<file path="config.mk">
export PLATFORM = sky130hd
export DESIGN_NAME = alu_cmd_sequencer_flat
export DESIGN_NICKNAME = d
export VERILOG_FILES = /design/src/rtl/alu_seq_pkg.sv /design/src/rtl/alu_cmd_sequencer_if.sv /design/src/rtl/alu_seq_result_mux.sv /design/src/rtl/alu_cmd_sequencer.sv /design/src/flat_wrapper.sv
export SDC_FILE = /design/constraint.sdc
export NUM_CORES = 1
export LEC_CHECK = 0
export ABC_AREA = 1
export CAP_MARGIN = 5
export CORE_MARGIN = 1.5
export CORE_UTILIZATION = 41
export DETAILED_ROUTE_END_ITERATION = 8
export GPL_ROUTABILITY_DRIVEN = 1
export PLACE_DENSITY = 0.81
export SLEW_MARGIN = 40
export SYNTH_ARGS = -nofsm -noshare
export SYNTH_HDL_FRONTEND = slang
export SYNTH_SLANG_ARGS = --single-unit
</file>
<file path="constraint.sdc">
create_clock -name CLK -period 2.3 [get_ports CLK]
set_input_delay 0.345 -clock CLK [delete_from_list [all_inputs] [get_ports CLK]]
set_output_delay 0.345 -clock CLK [all_outputs]
set_load 0.01 [all_outputs]
</file>
<file path="src/rtl/alu_seq_pkg.sv">
`default_nettype none
// ============================================================================
// Module      : alu_seq_pkg
// Description : Shared constants and FSM encoding for the ALU command
//               sequencer (unit selects, state type, stats counter width).
// Revision    : 1.0 - initial release
// ============================================================================
package alu_seq_pkg;

  // Unit select carried in ALU_FUN[3:2]
  localparam logic [1:0] UNIT_ARITH = 2'b00;
  localparam logic [1:0] UNIT_LOGIC = 2'b01;
  localparam logic [1:0] UNIT_CMP   = 2'b10;
  localparam logic [1:0] UNIT_SHIFT = 2'b11;

  // Width of the optional operation / error tallies
  localparam int STATS_WIDTH = 8;

  typedef enum logic [1:0] {
    IDLE  = 2'd0,
    ISSUE = 2'd1,
    WAIT  = 2'd2,
    RESP  = 2'd3
  } seq_state_t;

endpackage
`default_nettype wire

</file>
<file path="src/rtl/alu_cmd_sequencer_if.sv">
`default_nettype none
// ============================================================================
// Module      : alu_cmd_sequencer_if
// Description : Command channel, ALU operand/result bus and response channel
//               of the ALU command sequencer. The master modport is the
//               sequencer; the slave modport is the front end plus ALU side.
// Revision    : 1.0 - initial release
// ============================================================================
interface alu_cmd_sequencer_if #(
  parameter int DATA_WIDTH = 16,
  parameter int FUN_WIDTH  = 4,
  parameter int CMP_WIDTH  = 4
);
  // Command channel
  logic                  CMD_VALID;
  logic                  CMD_READY;
  logic [DATA_WIDTH-1:0] CMD_A;
  logic [DATA_WIDTH-1:0] CMD_B;
  logic [FUN_WIDTH-1:0]  CMD_FUN;
  // ALU operands
  logic [DATA_WIDTH-1:0] A;
  logic [DATA_WIDTH-1:0] B;
  logic [FUN_WIDTH-1:0]  ALU_FUN;
  // ALU results and flags
  logic [DATA_WIDTH-1:0] Arith_OUT;
  logic [DATA_WIDTH-1:0] Logic_OUT;
  logic [DATA_WIDTH-1:0] SHIFT_OUT;
  logic [CMP_WIDTH-1:0]  CMP_OUT;
  logic                  Carry_OUT;
  logic                  Arith_Flag;
  logic                  Logic_Flag;
  logic                  CMP_Flag;
  logic                  SHIFT_Flag;
  // Response channel
  logic                  RSP_VALID;
  logic                  RSP_READY;
  logic [DATA_WIDTH-1:0] RSP_DATA;
  logic                  RSP_CARRY;
  logic [1:0]            RSP_UNIT;
  logic                  RSP_ERR;

  modport master (
    input  CMD_VALID, CMD_A, CMD_B, CMD_FUN,
    output CMD_READY,
    output A, B, ALU_FUN,
    input  Arith_OUT, Logic_OUT, SHIFT_OUT, CMP_OUT, Carry_OUT,
    input  Arith_Flag, Logic_Flag, CMP_Flag, SHIFT_Flag,
    output RSP_VALID, RSP_DATA, RSP_CARRY, RSP_UNIT, RSP_ERR,
    input  RSP_READY
  );

  modport slave (
    output CMD_VALID, CMD_A, CMD_B, CMD_FUN,
    input  CMD_READY,
    input  A, B, ALU_FUN,
    output Arith_OUT, Logic_OUT, SHIFT_OUT, CMP_OUT, Carry_OUT,
    output Arith_Flag, Logic_Flag, CMP_Flag, SHIFT_Flag,
    input  RSP_VALID, RSP_DATA, RSP_CARRY, RSP_UNIT, RSP_ERR,
    output RSP_READY
  );

endinterface
`default_nettype wire

</file>
<file path="src/rtl/alu_seq_result_mux.sv">
`default_nettype none
// ============================================================================
// Module      : alu_seq_result_mux
// Description : Selects result, carry and result-valid flag of the ALU unit
//               addressed by the unit select; compare result is zero-extended.
// Revision    : 1.0 - initial release
// ============================================================================
module alu_seq_result_mux
  import alu_seq_pkg::*;
#(
  parameter int DATA_WIDTH = 16,
  parameter int CMP_WIDTH  = 4
) (
  input  wire logic [1:0]            i_unit_sel,
  input  wire logic [DATA_WIDTH-1:0] i_arith_out,
  input  wire logic [DATA_WIDTH-1:0] i_logic_out,
  input  wire logic [DATA_WIDTH-1:0] i_shift_out,
  input  wire logic [CMP_WIDTH-1:0]  i_cmp_out,
  input  wire logic                  i_carry_out,
  input  wire logic                  i_arith_flag,
  input  wire logic                  i_logic_flag,
  input  wire logic                  i_cmp_flag,
  input  wire logic                  i_shift_flag,
  output logic      [DATA_WIDTH-1:0] o_sel_data,
  output logic                       o_sel_carry,
  output logic                       o_sel_flag
);

  // Route the addressed unit; carry only has meaning for the arithmetic unit
  always_comb begin
    o_sel_data  = i_arith_out;
    o_sel_carry = 1'b0;
    o_sel_flag  = 1'b0;
    case (i_unit_sel)
      UNIT_ARITH: begin
        o_sel_data  = i_arith_out;
        o_sel_carry = i_carry_out;
        o_sel_flag  = i_arith_flag;
      end
      UNIT_LOGIC: begin
        o_sel_data = i_logic_out;
        o_sel_flag = i_logic_flag;
      end
      UNIT_CMP: begin
        o_sel_data = DATA_WIDTH'(i_cmp_out);
        o_sel_flag = i_cmp_flag;
      end
      default: begin
        o_sel_data = i_shift_out;
        o_sel_flag = i_shift_flag;
      end
    endcase
  end

endmodule
`default_nettype wire

</file>
<file path="src/rtl/alu_cmd_sequencer.sv">
`default_nettype none
// ============================================================================
// Module      : alu_cmd_sequencer
// Description : Issues one command per handshake to the ALU, waits for the
//               selected unit's flag (with timeout) and returns the captured
//               result on a valid/ready response channel.
//               Optional macro ALU_SEQ_STATS_EN adds OP_COUNT / ERR_COUNT.
// Revision    : 1.0 - initial release
// ============================================================================
module alu_cmd_sequencer
  import alu_seq_pkg::*;
#(
  parameter int DATA_WIDTH  = 16,
  parameter int FUN_WIDTH   = 4,
  parameter int CMP_WIDTH   = 4,
  parameter int TIMEOUT_CYC = 8
) (
  input  wire logic            CLK,
  input  wire logic            RST,
  alu_cmd_sequencer_if.master  bus
`ifdef ALU_SEQ_STATS_EN
  ,
  output logic [STATS_WIDTH-1:0] OP_COUNT,
  output logic [STATS_WIDTH-1:0] ERR_COUNT
`endif
);

  localparam int CNT_W = $clog2(TIMEOUT_CYC) + 1;

  seq_state_t            r_state;
  logic                  r_cmd_ready;
  logic [DATA_WIDTH-1:0] r_a;
  logic [DATA_WIDTH-1:0] r_b;
  logic [FUN_WIDTH-1:0]  r_alu_fun;
  logic [CNT_W-1:0]      r_cnt;
  logic                  r_rsp_valid;
  logic [DATA_WIDTH-1:0] r_rsp_data;
  logic                  r_rsp_carry;
  logic [1:0]            r_rsp_unit;
  logic                  r_rsp_err;

  logic [1:0]            w_unit;
  logic [DATA_WIDTH-1:0] w_sel_data;
  logic                  w_sel_carry;
  logic                  w_sel_flag;

  assign w_unit = r_alu_fun[FUN_WIDTH-1 -: 2];

  alu_seq_result_mux #(
    .DATA_WIDTH (DATA_WIDTH),
    .CMP_WIDTH  (CMP_WIDTH)
  ) u_result_mux (
    .i_unit_sel   (w_unit),
    .i_arith_out  (bus.Arith_OUT),
    .i_logic_out  (bus.Logic_OUT),
    .i_shift_out  (bus.SHIFT_OUT),
    .i_cmp_out    (bus.CMP_OUT),
    .i_carry_out  (bus.Carry_OUT),
    .i_arith_flag (bus.Arith_Flag),
    .i_logic_flag (bus.Logic_Flag),
    .i_cmp_flag   (bus.CMP_Flag),
    .i_shift_flag (bus.SHIFT_Flag),
    .o_sel_data   (w_sel_data),
    .o_sel_carry  (w_sel_carry),
    .o_sel_flag   (w_sel_flag)
  );

  // Command FSM: accept, hold operands one cycle, wait for flag, respond
  always_ff @(posedge CLK or negedge RST) begin
    if (!RST) begin
      r_state     <= IDLE;
      r_cmd_ready <= 1'b0;
      r_a         <= '0;
      r_b         <= '0;
      r_alu_fun   <= '0;
      r_cnt       <= '0;
      r_rsp_valid <= 1'b0;
      r_rsp_data  <= '0;
      r_rsp_carry <= 1'b0;
      r_rsp_unit  <= 2'b00;
      r_rsp_err   <= 1'b0;
    end else begin
      case (r_state)
        IDLE: begin
          if (bus.CMD_VALID && r_cmd_ready) begin
            r_a         <= bus.CMD_A;
            r_b         <= bus.CMD_B;
            r_alu_fun   <= bus.CMD_FUN;
            r_cmd_ready <= 1'b0;
            r_state     <= ISSUE;
          end else begin
            r_cmd_ready <= 1'b1;
          end
        end
        ISSUE: begin
          // The ALU registers its result at the end of this cycle, so any
          // flag seen from here on belongs to the current command.
          r_cnt   <= '0;
          r_state <= WAIT;
        end
        WAIT: begin
          if (w_sel_flag) begin
            r_rsp_data  <= w_sel_data;
            r_rsp_carry <= w_sel_carry;
            r_rsp_unit  <= w_unit;
            r_rsp_err   <= 1'b0;
            r_rsp_valid <= 1'b1;
            r_state     <= RESP;
          end else if (r_cnt == CNT_W'(TIMEOUT_CYC - 1)) begin
            r_rsp_data  <= '0;
            r_rsp_carry <= 1'b0;
            r_rsp_unit  <= w_unit;
            r_rsp_err   <= 1'b1;
            r_rsp_valid <= 1'b1;
            r_state     <= RESP;
          end else begin
            r_cnt <= r_cnt + CNT_W'(1);
          end
        end
        RESP: begin
          if (bus.RSP_READY) begin
            r_rsp_valid <= 1'b0;
            r_cmd_ready <= 1'b1;
            r_state     <= IDLE;
          end
        end
        default: r_state <= IDLE;
      endcase
    end
  end

  assign bus.CMD_READY = r_cmd_ready;
  assign bus.A         = r_a;
  assign bus.B         = r_b;
  assign bus.ALU_FUN   = r_alu_fun;
  assign bus.RSP_VALID = r_rsp_valid;
  assign bus.RSP_DATA  = r_rsp_data;
  assign bus.RSP_CARRY = r_rsp_carry;
  assign bus.RSP_UNIT  = r_rsp_unit;
  assign bus.RSP_ERR   = r_rsp_err;

`ifdef ALU_SEQ_STATS_EN
  logic [STATS_WIDTH-1:0] r_op_count;
  logic [STATS_WIDTH-1:0] r_err_count;
  logic                   w_rsp_fire;

  assign w_rsp_fire = r_rsp_valid && bus.RSP_READY;

  // Saturating tallies of completed responses and of timed-out responses
  always_ff @(posedge CLK or negedge RST) begin
    if (!RST) begin
      r_op_count  <= '0;
      r_err_count <= '0;
    end else if (w_rsp_fire) begin
      if (r_op_count != {STATS_WIDTH{1'b1}}) begin
        r_op_count <= r_op_count + STATS_WIDTH'(1);
      end
      if (r_rsp_err && (r_err_count != {STATS_WIDTH{1'b1}})) begin
        r_err_count <= r_err_count + STATS_WIDTH'(1);
      end
    end
  end

  assign OP_COUNT  = r_op_count;
  assign ERR_COUNT = r_err_count;
`endif

endmodule
`default_nettype wire

</file>
<file path="src/flat_wrapper.sv">
// flat-port wrapper written by rule: the top's interface ports become plain ports
module alu_cmd_sequencer_flat import alu_seq_pkg::*;
#(
  parameter int DATA_WIDTH  = 16,
  parameter int FUN_WIDTH   = 4,
  parameter int CMP_WIDTH   = 4,
  parameter int TIMEOUT_CYC = 8
)
  (CLK, RST, bus_CMD_VALID, bus_CMD_A, bus_CMD_B, bus_CMD_FUN, bus_CMD_READY, bus_A, bus_B, bus_ALU_FUN, bus_Arith_OUT, bus_Logic_OUT, bus_SHIFT_OUT, bus_CMP_OUT, bus_Carry_OUT, bus_Arith_Flag, bus_Logic_Flag, bus_CMP_Flag, bus_SHIFT_Flag, bus_RSP_VALID, bus_RSP_DATA, bus_RSP_CARRY, bus_RSP_UNIT, bus_RSP_ERR, bus_RSP_READY);
  alu_cmd_sequencer_if #(.DATA_WIDTH(DATA_WIDTH), .FUN_WIDTH(FUN_WIDTH), .CMP_WIDTH(CMP_WIDTH)) bus_i ();
  input  wire logic CLK;
  input  wire logic RST;
  input wire logic [$bits(bus_i.CMD_VALID)-1:0] bus_CMD_VALID;
  input wire logic [$bits(bus_i.CMD_A)-1:0] bus_CMD_A;
  input wire logic [$bits(bus_i.CMD_B)-1:0] bus_CMD_B;
  input wire logic [$bits(bus_i.CMD_FUN)-1:0] bus_CMD_FUN;
  output wire logic [$bits(bus_i.CMD_READY)-1:0] bus_CMD_READY;
  output wire logic [$bits(bus_i.A)-1:0] bus_A;
  output wire logic [$bits(bus_i.B)-1:0] bus_B;
  output wire logic [$bits(bus_i.ALU_FUN)-1:0] bus_ALU_FUN;
  input wire logic [$bits(bus_i.Arith_OUT)-1:0] bus_Arith_OUT;
  input wire logic [$bits(bus_i.Logic_OUT)-1:0] bus_Logic_OUT;
  input wire logic [$bits(bus_i.SHIFT_OUT)-1:0] bus_SHIFT_OUT;
  input wire logic [$bits(bus_i.CMP_OUT)-1:0] bus_CMP_OUT;
  input wire logic [$bits(bus_i.Carry_OUT)-1:0] bus_Carry_OUT;
  input wire logic [$bits(bus_i.Arith_Flag)-1:0] bus_Arith_Flag;
  input wire logic [$bits(bus_i.Logic_Flag)-1:0] bus_Logic_Flag;
  input wire logic [$bits(bus_i.CMP_Flag)-1:0] bus_CMP_Flag;
  input wire logic [$bits(bus_i.SHIFT_Flag)-1:0] bus_SHIFT_Flag;
  output wire logic [$bits(bus_i.RSP_VALID)-1:0] bus_RSP_VALID;
  output wire logic [$bits(bus_i.RSP_DATA)-1:0] bus_RSP_DATA;
  output wire logic [$bits(bus_i.RSP_CARRY)-1:0] bus_RSP_CARRY;
  output wire logic [$bits(bus_i.RSP_UNIT)-1:0] bus_RSP_UNIT;
  output wire logic [$bits(bus_i.RSP_ERR)-1:0] bus_RSP_ERR;
  input wire logic [$bits(bus_i.RSP_READY)-1:0] bus_RSP_READY;
  assign bus_i.CMD_VALID = bus_CMD_VALID;
  assign bus_i.CMD_A = bus_CMD_A;
  assign bus_i.CMD_B = bus_CMD_B;
  assign bus_i.CMD_FUN = bus_CMD_FUN;
  assign bus_CMD_READY = bus_i.CMD_READY;
  assign bus_A = bus_i.A;
  assign bus_B = bus_i.B;
  assign bus_ALU_FUN = bus_i.ALU_FUN;
  assign bus_i.Arith_OUT = bus_Arith_OUT;
  assign bus_i.Logic_OUT = bus_Logic_OUT;
  assign bus_i.SHIFT_OUT = bus_SHIFT_OUT;
  assign bus_i.CMP_OUT = bus_CMP_OUT;
  assign bus_i.Carry_OUT = bus_Carry_OUT;
  assign bus_i.Arith_Flag = bus_Arith_Flag;
  assign bus_i.Logic_Flag = bus_Logic_Flag;
  assign bus_i.CMP_Flag = bus_CMP_Flag;
  assign bus_i.SHIFT_Flag = bus_SHIFT_Flag;
  assign bus_RSP_VALID = bus_i.RSP_VALID;
  assign bus_RSP_DATA = bus_i.RSP_DATA;
  assign bus_RSP_CARRY = bus_i.RSP_CARRY;
  assign bus_RSP_UNIT = bus_i.RSP_UNIT;
  assign bus_RSP_ERR = bus_i.RSP_ERR;
  assign bus_i.RSP_READY = bus_RSP_READY;
  alu_cmd_sequencer #(.DATA_WIDTH(DATA_WIDTH), .FUN_WIDTH(FUN_WIDTH), .CMP_WIDTH(CMP_WIDTH), .TIMEOUT_CYC(TIMEOUT_CYC)) u_core (.CLK(CLK), .RST(RST), .bus(bus_i));
endmodule
</file>
==> impl_metrics.tcl <==
set metrics [dict create \
    crit_type "reg2out" \
    synth_edf_count 0 \
    grt_first_pass_wirelength_um 14100 \
    cp.arrival_ns 1.50 \
    finClkSkew_ns 0.0122 \
    multiInputGateArea_sq_mm 0.00141 \
    cts.clk_slew.worst_paths_ns 0.07 \
    r2r_setup_slack_ns 0.46 \
    io_buffers 154 \
    antenna_found_initial 0 \
    num_io_pins 155 \
    rsz0062_at_grt "no" \
    cpMaxStageDelayCell "clkdlybuf4s50_1" \
    critical_path.max_fanout 8 \
    clock_sinks 64 \
    grt_usage_pct 21.4 \
    antenna_cells 0 \
    cpPeakStageDelay_ns 0.62 \
    die_h_um 91.2 \
    clock-root-buffer "clkbuf_8" \
    start_util_pct 43.1 \
    syn_area_sq_mm 0.00319 \
    pre_cts_slack_ns 0.424 \
    dieArea_sq_mm 0.00832 \
    syn_nets 420 \
    numCtsBuffers 9 \
    row_count 31 \
    grt.overflow.total 0 \
    fin_crit_ns 1.85 \
    crit_path_end_kind "output port" \
    avgRoutedWirePerCell_um 14.6 \
    worstPathCellList "clkdlybuf4s50_1" \
    fin_crit_sh_pct 80.3 \
    worstHoldPathCells 2 \
    hold_end "u_core.bus.RSP_VALID" \
    slew_headroom_pct 67.7 \
    tightestPinTransition_ns 0.484 \
    cp_num_buf_inv 1 \
    fin_cells 580 \
    drt-initial-drc-count 142 \
    hpwl_um 6550 \
    reg2reg_depth 7 \
    core_area_sq_mm 0.00741 \
    seq_area_sq_mm 0.00160 \
    synth_ff_type "dfrtp_1" \
    fmax_mhz 542 \
    synth_cells 318 \
    r2r_end "u_core.bus.RSP_CARRY" \
    drc 0 \
    hold_ws_ns 0.494 \
    drv_slew 0 \
    drive_gt1_share_pct 19.3 \
    clk_latency_ns 0.34 \
    finalSetupViolCount 0 \
    synth_seq_area_share_pct 50.2 \
    async_reset_ff_share_pct 100 \
    fin_tns_setup_ns 0 \
    dr.pass1.iters 4 \
    drtAntennaViolNets 0 \
    hold_class "reg2reg" \
    dieWidth_um 91.2 \
    critPathRequiredTime_ns 1.96 \
    drv_cap 0 \
    cp-start-kind "register" \
    cts_tree "yes" \
    powerDensity_mw_per_mm2 1190 \
    min_from "u_core.bus.RSP_VALID" \
    vias_per_cell 4.94 \
    vdd_drop_max_v 0.000713 \
    num_vias 2866 \
    setup_slack_ns 0.453 \
    finalHoldViolCount 0 \
    ctsHtreeMaxLevel 3 \
    status "completed" \
    fillCellCount 614 \
    placed_cells 564 \
    critPathTopFamily "buffers and inverters" \
    finalNetCount 579 \
    gp_congestion 0.786 \
    yosysWarningCount 0 \
    grt_start_max_net_pins 37 \
    first_global_vias 2951 \
    synth_seq_cells 64 \
    layout-area-overhead-vs-synth_pct 56.2 \
    syn_avg_cell_area_sq_um 10.0 \
    cts_max_path_buffers 2 \
    r2r-start "u_core.bus.ALU_FUN[2]" \
    leakage_uw 0.00226 \
    final_core_util_pct 67.3 \
    synthDistinctLibCells 26 \
    wirelength_um 8490 \
]
[worst max path at each step]
stage	start	to	slack, ns	depth (start not counted)
finish	u_core.bus.ALU_FUN[2]	bus_ALU_FUN[2]	0.45	1
global route	u_core.bus.ALU_FUN[2]	u_core.bus.RSP_CARRY	0.27	7
CTS	u_core.bus.ALU_FUN[2]	bus_ALU_FUN[2]	0.42	1
detailed placement	bus_Arith_Flag	u_core.bus.RSP_DATA[0]	0.42	8
global placement	bus_Arith_Flag	u_core.bus.RSP_DATA[5]	0.49	8
floorplan	u_core.r_state[0]	u_core.bus.B[10]	0.67	6
[report_power, final]
group	leakage, uW	total [uW]	internal [uW]	switching [uW]
Sequential	0.000784	2010	1650	360
Combinational	0.00139	3110	1670	1450
Clock	0.0000821	812	384	428
[registers in the layout, indices dropped and copies added, names as in the netlist]
| name | cells |
|---|---|
| u_core.bus.RSP_VALID | 1 |
| u_core.bus.B | 16 |
| u_core.bus.RSP_UNIT | 2 |
| u_core.bus.RSP_CARRY | 1 |
| u_core.r_cnt | 4 |
| u_core.r_state | 2 |
| u_core.bus.CMD_READY | 1 |
| u_core.bus.RSP_DATA | 16 |
| u_core.bus.RSP_ERR | 1 |
| u_core.bus.A | 16 |
| u_core.bus.ALU_FUN | 4 |
[metrics by stage]
step / total power [uW] / area, sq um
after global placement: 5070 / 4810
after floorplan: 3710 / 3190
after global routing: 6360 / 4980
final: 5940 / 4980
after CTS: 6010 / 4970
after detailed placement: 5170 / 4810
[metal layers]
layer | track usage (%) | vias to the layer above | part of all wire (%)
li1 | - | 1377 | -
met1 | 25.5 | 1383 | 40
met2 | 37.6 | 99 | 51
met3 | 4.86 | 7 | 7.3
met4 | 7.81 | 0 | 0.74
met5 | 0 | - | 0
[timing repair]
action	4_1_cts	5_1_grt
setup buffers	0	0
hold buffers	0	1
resized for setup	0	0
endpoints found under the hold margin	0	29
[cell type report]
type,count,share of cell area (%)
timing repair buffer,164,32.7
clock inverter,5,0.703
multi-input combinational,224,28.3
sequential,64,32.1
tap,99,2.49
inverter,14,1.10
clock buffer,10,2.56
[kinds of logic (layout without fill, tap and decap cells)]
| group | Yosys count | after routing | synth area share, % |
|---|---|---|---|
| adders and majority gates | 5 | 5 | 1.96 |
| xor gates and xnor gates | 2 | 2 | 0.549 |
| muxes | 34 | 34 | 12.0 |
| AOI/OAI and AO/OA | 8 | 8 | 1.37 |
| DFF | 64 | 64 | 50.2 |
| buffers and inverters | 30 | 193 | 5.76 |
| and+or+nand+nor | 175 | 175 | 28.2 |
[Yosys cell counts, types with 3 or more instances]
library cell	instances	area, sq um
mux2_2	34	383
a21oi_1	4	20.0
nand3_2	20	200
ha_1	5	62.6
nand4_1	5	31.3
nand2_1	90	338
buf_2	8	40.0
buf_4	3	22.5
nor2_2	3	18.8
nand3_1	44	220
dfrtp_1	64	1600
o21ai_0	3	15.0
inv_2	3	11.3
inv_1	10	37.5
nor2_1	5	18.8
[cells in the final DEF (no fill, tap or decap), types with 2 or more instances in the layout]
cell / instances
dfrtp_1: 64
nand4_1: 5
mux2_2: 34
nand3_1: 43
nand3_2: 21
inv_2: 3
nand2_2: 2
o21ai_0: 3
nand2_1: 90
xor2_1: 2
clkinv_2: 2
clkinv_4: 2
nor2_1: 5
inv_1: 10
buf_4: 9
nand2_4: 2
ha_1: 5
clkdlybuf4s50_1: 153
clkbuf_8: 9
a21oi_1: 4
nor2_2: 3
nand3b_1: 2
No activity file was read; power rests on OpenSTA's default activity.
